<file path="config.mk">
export PLATFORM = sky130hd
export DESIGN_NAME = uart_tx_ctrl
export DESIGN_NICKNAME = d
export VERILOG_FILES = /design/src/rtl/uart_tx_ctrl.sv
export SDC_FILE = /design/constraint.sdc
export NUM_CORES = 1
export LEC_CHECK = 0
export ABC_AREA = 1
export CAP_MARGIN = 20
export CORE_ASPECT_RATIO = 1.2
export CORE_MARGIN = 2
export CORE_UTILIZATION = 45
export CTS_CLUSTER_SIZE = 28
export DETAILED_ROUTE_END_ITERATION = 16
export PLACE_DENSITY_LB_ADDON = 0.3
export SYNTH_ARGS = -nofsm -noshare
export SYNTH_HDL_FRONTEND = slang
export SYNTH_SLANG_ARGS = --single-unit
</file>
<file path="constraint.sdc">
create_clock -name CLK -period 2.8 [get_ports CLK]
set_clock_uncertainty 0.05 [all_clocks]
set_input_delay 0.56 -clock CLK [delete_from_list [all_inputs] [get_ports CLK]]
set_output_delay 0.56 -clock CLK [all_outputs]
set_load 0.02 [all_outputs]
</file>
<file path="src/rtl/uart_tx_ctrl.sv">
// uart_tx_ctrl
//   Frame sequencer for a UART transmitter. Produces the select for an
//   external output mux (start / stop-idle / data / parity), the current
//   payload bit and the frame parity bit. One frame bit is sent per CLK cycle.
//
// Ports
//   CLK        in   bit-rate clock
//   RST        in   asynchronous reset, active-low
//   P_DATA     in   parallel payload (DATA_WIDTH bits)
//   DATA_VALID in   payload-valid strobe; accepted in IDLE or STOP only
//   PAR_EN     in   1 = insert parity bit
//   PAR_TYP    in   0 = even parity, 1 = odd parity
//   mux_sel    out  00 start, 01 stop/idle, 10 data, 11 parity
//   ser_data   out  current payload bit, LSB first
//   par_bit    out  parity of the latched payload
//   busy       out  high while a frame is in progress
//
// The downstream mux registers its output; that one-cycle lag is left to the
// mux, so mux_sel and ser_data here are aligned to each other.
module uart_tx_ctrl #(
    parameter int DATA_WIDTH = 8
) (
    input  logic                  CLK,
    input  logic                  RST,
    input  logic [DATA_WIDTH-1:0] P_DATA,
    input  logic                  DATA_VALID,
    input  logic                  PAR_EN,
    input  logic                  PAR_TYP,
    output logic [1:0]            mux_sel,
    output logic                  ser_data,
    output logic                  par_bit,
    output logic                  busy
);

    localparam int              CNT_W    = (DATA_WIDTH > 1) ? $clog2(DATA_WIDTH) : 1;
    localparam logic [CNT_W-1:0] LAST_BIT = CNT_W'(DATA_WIDTH - 1);

    typedef enum logic [2:0] {
        IDLE,
        START,
        DATA,
        PARITY,
        STOP
    } state_t;

    state_t                  state_q,   state_d;
    logic [CNT_W-1:0]        cnt_q,     cnt_d;
    logic [DATA_WIDTH-1:0]   shreg_q,   shreg_d;
    logic                    par_en_q,  par_en_d;
    logic                    par_bit_q, par_bit_d;
    logic [1:0]              mux_sel_q, mux_sel_d;
    logic                    busy_q,    busy_d;
    logic                    accept;

    always_comb begin
        state_d   = state_q;
        cnt_d     = cnt_q;
        shreg_d   = shreg_q;
        par_en_d  = par_en_q;
        par_bit_d = par_bit_q;

        accept = DATA_VALID && ((state_q == IDLE) || (state_q == STOP));

        case (state_q)
            IDLE: begin
                if (DATA_VALID) state_d = START;
            end
            START: begin
                state_d = DATA;
                cnt_d   = '0;
            end
            DATA: begin
                if (cnt_q == LAST_BIT) begin
                    state_d = par_en_q ? PARITY : STOP;
                end else begin
                    cnt_d   = cnt_q + 1'b1;
                    // LSB of the shift register is always the bit on the line
                    shreg_d = shreg_q >> 1;
                end
            end
            PARITY: begin
                state_d = STOP;
            end
            STOP: begin
                state_d = DATA_VALID ? START : IDLE;
            end
            default: begin
                state_d = IDLE;
            end
        endcase

        // Parity is computed once from the unshifted payload so it stays
        // stable for the whole frame while the shift register drains.
        if (accept) begin
            shreg_d   = P_DATA;
            par_en_d  = PAR_EN;
            par_bit_d = (^P_DATA) ^ PAR_TYP;
            cnt_d     = '0;
        end

        // Outputs are decoded from the next state so the registered copies
        // line up with the state register (Moore, glitch-free).
        case (state_d)
            START:   begin mux_sel_d = 2'b00; busy_d = 1'b1; end
            DATA:    begin mux_sel_d = 2'b10; busy_d = 1'b1; end
            PARITY:  begin mux_sel_d = 2'b11; busy_d = 1'b1; end
            STOP:    begin mux_sel_d = 2'b01; busy_d = 1'b1; end
            default: begin mux_sel_d = 2'b01; busy_d = 1'b0; end
        endcase
    end

    always_ff @(posedge CLK or negedge RST) begin
        if (!RST) begin
            state_q   <= IDLE;
            cnt_q     <= '0;
            shreg_q   <= '0;
            par_en_q  <= 1'b0;
            par_bit_q <= 1'b0;
            mux_sel_q <= 2'b01;
            busy_q    <= 1'b0;
        end else begin
            state_q   <= state_d;
            cnt_q     <= cnt_d;
            shreg_q   <= shreg_d;
            par_en_q  <= par_en_d;
            par_bit_q <= par_bit_d;
            mux_sel_q <= mux_sel_d;
            busy_q    <= busy_d;
        end
    end

    assign mux_sel  = mux_sel_q;
    assign busy     = busy_q;
    assign ser_data = shreg_q[0];
    assign par_bit  = par_bit_q;

endmodule

</file>
==> results of run 1 <==
## stage by stage
step	hold WS [ns]	std cells	cell area, um^2
2_1_floorplan	0.214	124	993
3_3_place_gp	0.418	169	1180
3_5_place_dp	0.429	169	1180
4_1_cts	0.447	173	1210
5_1_grt	0.479	173	1210
6_report	0.441	173	1210
## state kept, by name (all words and copies together), names as in the netlist
| name | count |
|---|---|
| mux_sel | 2 |
| state_q | 3 |
| busy | 1 |
| shreg_q | 8 |
| par_bit | 1 |
| par_en_q | 1 |
| cnt_q | 3 |
## power groups by stage
| stage | Sequential [W] | Combinational, W | Clock [W] |
|---|---|---|---|
| 6_report | 0.000495 | 0.000552 | 0.000144 |
| 5_1_grt | 0.000515 | 0.000620 | 0.000155 |
| 4_1_cts | 0.000498 | 0.000558 | 0.000144 |
| 3_5_place_dp | 0.000504 | 0.000557 | 0 |
| 3_3_place_gp | 0.000496 | 0.000537 | 0 |
| 2_1_floorplan | 0.000529 | 0.000370 | 0 |
## per-layer routing
metal | share of wire [%] | routed length, um
met1 | 41 | 788
met2 | 52 | 995
met3 | 3.2 | 61
met4 | 3.2 | 61
met5 | 0 | 0
## cell type report
class,count,area (um^2)
Clock buffer,4,26.3
Fill cell,193,861
Inverter,17,63.8
Multi-Input combinational cell,86,437
Sequential cell,19,477
Tap cell,30,37.5
Timing Repair Buffer,17,170
## cell usage after synthesis
| master | count |
|---|---|
| sky130_fd_sc_hd__a31oi_1 | 5 |
| sky130_fd_sc_hd__a31oi_4 | 1 |
| sky130_fd_sc_hd__buf_2 | 1 |
| sky130_fd_sc_hd__buf_6 | 1 |
| sky130_fd_sc_hd__dfrtp_1 | 18 |
| sky130_fd_sc_hd__dfstp_2 | 1 |
| sky130_fd_sc_hd__ha_1 | 2 |
| sky130_fd_sc_hd__inv_1 | 17 |
| sky130_fd_sc_hd__mux2_2 | 1 |
| sky130_fd_sc_hd__nand2_1 | 43 |
| sky130_fd_sc_hd__nand2_2 | 1 |
| sky130_fd_sc_hd__nand2_4 | 1 |
| sky130_fd_sc_hd__nand3_1 | 8 |
| sky130_fd_sc_hd__nand4_4 | 1 |
| sky130_fd_sc_hd__nor2_1 | 12 |
| sky130_fd_sc_hd__nor2_2 | 1 |
| sky130_fd_sc_hd__nor3_1 | 3 |
| sky130_fd_sc_hd__o211ai_1 | 1 |
| sky130_fd_sc_hd__o21ai_0 | 4 |
| sky130_fd_sc_hd__o21ai_1 | 1 |
| sky130_fd_sc_hd__xor2_1 | 1 |
## final timing paths
| path | cells after the start | from | slack [ns] | end |
|---|---|---|---|---|
| worst max-delay path | 1 | mux_sel[0] | 0.77 | mux_sel[0] |
| worst min-delay path | 1 | cnt_q[0] | 0.44 | cnt_q[0] |
| worst max register to register | 6 | cnt_q[0] | 1.06 | shreg_q[5] |
| worst min register to register | 1 | cnt_q[0] | 0.44 | cnt_q[0] |
| max in group asynchronous | 1 | RST | 1.53 | cnt_q[2] |
| min in group asynchronous | 1 | RST | 0.67 | shreg_q[6] |
## logic make-up after synthesis
logic type      count (synthesis)  share of synthesized area [%]
flops                          19                           48.0
compound gates                 12                           8.56
simple gates                   70                           30.9
mux                             1                           1.13
buf+inv                        19                           8.06
xor+xnor                        1                          0.882
fa+ha+maj                       2                           2.52
==> results.txt, run 1 <==
- Run status: complete, no violations
- Summing internal, switching and leakage power gives about 0.0012 W.
* Final standard cell utilization of the core: between 50 and 60%
- Min setup slack post-route: 0.770 ns
- Clock share of power: 12.1%
* VDD IR max: between 0.0004 and 0.0005 V
* Buffer and inverter count on the worst path: 1
- In the routed design, unresolved DRC markers number 0.
- The top cell types in the final layout, fill and taps aside, are sky130_fd_sc_hd__nand2_1 (43), sky130_fd_sc_hd__dfrtp_1 (18), sky130_fd_sc_hd__inv_1 (17), sky130_fd_sc_hd__clkdlybuf4s50_1 (17), sky130_fd_sc_hd__nor2_1 (12).
- Areal power density over the cells: 983 nW/um^2
- The synthesized design spends more area on one cell type than any other, namely sky130_fd_sc_hd__dfrtp_1.
- Starting Density: about 48%
- Sequential cells were found to cover 48.0% of the synthesized design area.
- Number of max-capacitance violations reported: 0
- Via Count: 843
- Diode insertion count for antenna repair: 0
- The longest clock path from root to sink contains 2 buffers.
* Setup TNS after final layout: 0 ns
* Width of the die: around 47 um
- Cell type group with the largest total delay on the critical path: buffers and inverters
- Sw Pwr: a little under 0.0005 W
- STA classifies the critical path endpoint as an output port.
- Quantity of hold-fixing buffers added after cts: 0
- After the first detailed-routing iteration, the DRC count stood at 14.
* Unique cell type count in the Yosys netlist: 21
- Antenna-violating nets left: 0
- A synthesized cell averages ~8.0 um^2.
- For this run the aggregate overflow at the end of global routing stands at 0.
- Warning count from the yosys run: 0
- Number of max-slew violations in the final report: 0
- The worst path needs 2.03 ns of the cycle, external delays included.
* Worst-path cell with the longest stage delay: sky130_fd_sc_hd__clkdlybuf4s50_1
- Total track usage: 17.5%
- At the end of routability-driven placement, the weighted congestion stood at 0.791.
* Count of instances resized after the clock tree is built: 0
- Chain of cells forming the critical path: clkdlybuf4s50_1
- The clock reaches the later pin of the worst-skew pair after 0.30 ns.
- Once detailed placement completed, the half-perimeter wirelength came to 1.50 mm.
* Element type at the critical path start: register
* Initial antenna violation count: 0
- The final layout contains 159 nets.
* Pin slew with the least headroom to its limit: 0.815 ns
* GR Layer Usage met3: 1.96%
- Worst Setup Path Type: reg -> out
- RSZ-0062 raised after global routing: false
- Worst-case headroom to the max-slew limit: 45.5%
- The analysis attributes to cell leakage a power of 0.603 nW.
- The floorplan step defined a core boundary enclosing 2070 um^2.
- The first detailed-routing pass ran for 4 iterations.
- Number of placed I/O pins: 18
- The largest single stage delay on the critical path is 0.59 ns.
- Synthesis produced 124 cells.
* Fraction of final layout cells sized beyond drive strength 1: 6.99%
* Register share of total power: 41.6%
* Internal portion of total power: 0.000700 W
- Max FO, Critical Path: 1
- The number of nets handed over by synthesis was 139.
* Row cnt: 18
- Global routing consumed, on the met1 layer, approximately a fifth of the routing resources.
- Root buffer cell: sky130_fd_sc_hd__clkbuf_4
- # setup viols final: 0
- In this run the worst hold path is classified as reg -> reg.
- Entering global routing, the biggest net connects 20 pins.
* Wire length reported by the detailed router: 1.91 mm
- Commonest non-fill, non-tap cell in the layout: sky130_fd_sc_hd__nand2_1
- GR Layer Usage met2: between 20% and 30%
- For this design, the sink count on the clock tree is 19.
- The number of clock buffers added by TritonCTS is 3.
- First-pass GRT wire length: around 3.3 mm
- In this run the tool buffered the top-level ports with 17 buffer cells.
* H-tree levels: 1
* Share of the synthesized area in the top cell type: 45.3%
* Proportion of power drawn by combinational gates: 46.3%
- Dividing the final minimum period by the clock period gives 72.5%.
* Overall die area: 2600 um^2
* Max Clk Rate: 493 MHz
- In the routed layout, each cell is associated on average with a via count of 4.87.
* Required time reported for the critical path endpoint: 2.19 ns
* Count of buffers added by post-CTS timing repair for setup: 0
- Area Growth Syn to Fin: 21.9%
- Pre-CTS worst setup slack: 0.837 ns
- Via count of the first global-routing pass: 808
- Post-CTS clock slew at the launch and capture registers of the worst setup and hold paths: 0.11 ns
- Summing every instance area after synthesis gives 993 um^2.
- Of the total power, the share spent switching nets is 41.2%.
* Detail-routed net length per standard cell: approximately 11 um
* Main area contributors after synthesis: sky130_fd_sc_hd__dfrtp_1 (45%), sky130_fd_sc_hd__nand2_1 (16%), sky130_fd_sc_hd__inv_1 (6.4%)
- GR peak layer: met2
- Vertical extent of the die: 55.5 um
- Number of flip-flops and latches in the synthesized netlist: 19
- The count of final hold-check violations was 0.
- TritonCTS built the clock tree.
- Data arrival time of the critical path: 1.42 ns
No activity file was read; power rests on OpenSTA's default activity.
==> inputs of run 2 (changes only) <==
==> constraint.sdc (replaced) <==
create_clock -name CLK -period 2.1 [get_ports CLK]
set_clock_uncertainty 0.05 [all_clocks]
set_input_delay 0.42 -clock CLK [delete_from_list [all_inputs] [get_ports CLK]]
set_output_delay 0.42 -clock CLK [all_outputs]
set_load 0.02 [all_outputs]
==> run 2 against run 1 <==
Sequential power up 33%. Clock-buffer cell count unchanged. Sequential share of layout area down 0.24 points. Critical endpoint unchanged. Largest power group unchanged.
==> results.txt, run 2 (same netlist as run 1, synthesis figures left out) <==
- The flow ran to the end, and the final reports show no timing, DRC or antenna violations.
- Register share of total power: approximately two fifths
- DR iter-0 viols: 8
- The initial antenna violation count was 0.
- The routed design has 1.79 mm of wire.
- The initial utilization of the core area, before any placement, comes to 47.9%.
- Counting flops per register, the top entry is shreg_q.
- The worst setup path is captured at an output port.
* Detail-routed net length per standard cell: roughly 10 um
- Across the run, the number of max-cap violations was 0.
- Internal portion of total power: between 0.0009 and 0.001 W
- Final standard cell utilization of the core: 58.8%
- Summed over all layers, the global routing overflow is 0.
- Global routing used 17.0% of the available tracks.
- The die covers ~2600 um^2.
- Hold/Removal Path Class: in -> async
- By startpoint and endpoint, the worst setup path is classified as reg -> out.
- After floorplanning, the core was divided into 18 placement rows.
- Sw Pwr: 0.000643 W
- The final layout contains 160 nets.
- The first TritonRoute pass finished after 3 iterations.
- On the critical path the largest part of the delay comes from buffers and inverters.
- After clock tree synthesis, the repair step resized 0 gates.
* Buffer and inverter count on the worst path: 1
- In this run, the combinational gates consume 46.4% of the power.
* Vertical extent of the die: 55.5 um
- Of the total power, the clock network draws 11.8%.
* Clock tree from TritonCTS: built
- The count of final hold-check violations was 0.
- TritonCTS Buffers: 3
- Delay contributed by the slowest stage of the critical path: 0.59 ns
* Width of the die: 46.9 um
- Clock net sink count: 19
* Max Clk Rate: 530 MHz
- Reg2reg setup slack: between 0.3 and 0.4 ns
- Max FO, Critical Path: 1
* Post-CTS clock slew at the launch and capture registers of the worst setup and hold paths: 0.11 ns
* Required time reported for the critical path endpoint: 1.63 ns
* H-tree levels: 1
* Final period demand of the worst path: about 1.9 ns
- Entering global routing, the biggest net connects 20 pins.
* Commonest non-fill, non-tap cell in the layout: sky130_fd_sc_hd__nand2_1
- Element type at the critical path start: register
- Fraction of final layout cells sized beyond drive strength 1: around 7.6%
- Area Growth Syn to Fin: 22.7%
- Gp weighted congestion: 0.795
* Worst hold slack across all endpoints: around 0.4 ns
* Total power draw: 0.00158 W
* Diode insertion count for antenna repair: 0
- Final clock period utilization by the worst path: 89.9%
- Largest register FFs: 8
- Worst-path cell with the longest stage delay: sky130_fd_sc_hd__clkdlybuf4s50_1
- Chain of cells forming the critical path: clkdlybuf4s50_1
- At the pin with the least slew margin, the transition time is 0.288 ns.
* Switching part of the total power: 40.8%
- VDD sags by at most 0.000553 V.
- After legalization and detailed placement, the total HPWL measured 1.42 mm.
* Min setup slack post-route: 0.212 ns
* RSZ-0062 raised after global routing: false
- Skew-Pair Late Insertion Delay: roughly 0.30 ns
- Data arrival time of the critical path: 1.42 ns
- The region available for standard cell placement spans between 2000 and 2500 um^2.
- Worst-case headroom to the max-slew limit: 80.7%
- # setup viols final: 0
- Setup TNS after final layout: 0 ns
* Quantity of hold-fixing buffers added after cts: 0
- For this design the top-level I/O count stands at 18.
- Root buffer cell: sky130_fd_sc_hd__clkbuf_4
* Leak Pwr: 0.608 nW
- Port Buf Inserts: 17
- Leading cell types in the layout, fill and taps excluded: sky130_fd_sc_hd__nand2_1 (43), sky130_fd_sc_hd__dfrtp_1 (18), sky130_fd_sc_hd__inv_1 (17), sky130_fd_sc_hd__clkdlybuf4s50_1 (17), sky130_fd_sc_hd__nor2_1 (12)
- Per-cell via count in the routed design: 4.78
- Pre-CTS worst setup slack: ~0.27 ns
* Largest registers in the final layout: shreg_q: 8 flops, cnt_q: 3 flops, state_q: 3 flops
* Via count of the first global-routing pass: 816
* Total DRC errors in the routed layout: 0
* Count of buffers added by post-CTS timing repair for setup: 0
- After filler insertion, the fill cell instance count of the layout stands at 198.
- Buffers from clock root to sink, at most: 2
- Via Count: 831
* Antenna-violating nets left: 0
- First-pass GRT wire length: 3.24 mm
* Number of max-slew violations in the final report: 0
- For this design the ratio of total power to cell area is 1290 nW/um^2.
[run 2: cell count changes in the layout (fill, tap and decap cells not counted)]
cell                    previous run  this run
sky130_fd_sc_hd__buf_4             0         1
[run 2: routing by layer]
| layer | track usage (%) | vias up | wire length [um] |
|---|---|---|---|
| met4 | 10.7 | 0 | 42 |
| met2 | 28.4 | 17 | 936 |
| met3 | 1.96 | 4 | 46 |
| li1 | - | 430 | - |
| met5 | 0 | - | 0 |
| met1 | 19.0 | 380 | 768 |
[run 2: worst paths after layout]
check,from,end,depth (start not counted)
hold / removal,RST,shreg_q[3],2
min in group CLK,state_q[2],mux_sel[1],1
max in group asynchronous,RST,mux_sel[0],2
setup / recovery,mux_sel[0],mux_sel[0],1
setup reg to reg,cnt_q[0],shreg_q[5],6
hold reg to reg,state_q[2],mux_sel[1],1
[run 2: worst register-to-register path, cell delays in order (launching register included)]
cell and delay (ns):
sky130_fd_sc_hd__dfrtp_1 0.41, sky130_fd_sc_hd__ha_1 0.20, sky130_fd_sc_hd__ha_1 0.20, sky130_fd_sc_hd__inv_1 0.11
sky130_fd_sc_hd__nand4_4 0.13, sky130_fd_sc_hd__nand2_4 0.18, sky130_fd_sc_hd__mux2_2 0.35
[run 2: layout make-up]
class                           count  area [um^2]  area share, %
Sequential cell                    19          477           39.1
Multi-Input combinational cell     86          437           35.8
Timing Repair Buffer               18          178           14.6
Tap cell                           30         37.5           3.08
Inverter                           17         63.8           5.24
Clock buffer                        4         26.3           2.16
[run 2: power groups by stage]
stage	Combinational, W	Clock [W]	Sequential [W]
finish	0.000732	0.000186	0.000660
global route	0.000827	0.000207	0.000682
CTS	0.000744	0.000196	0.000660
detailed placement	0.000743	0	0.000668
global placement	0.000718	0	0.000661
floorplan	0.000493	0	0.000705
[run 2: through the flow]
step | std cells | instance area, um^2
floorplan | 124 | 993
finish | 174 | 1220
CTS | 174 | 1220
detailed placement | 170 | 1190
global placement | 170 | 1190
global route | 174 | 1220
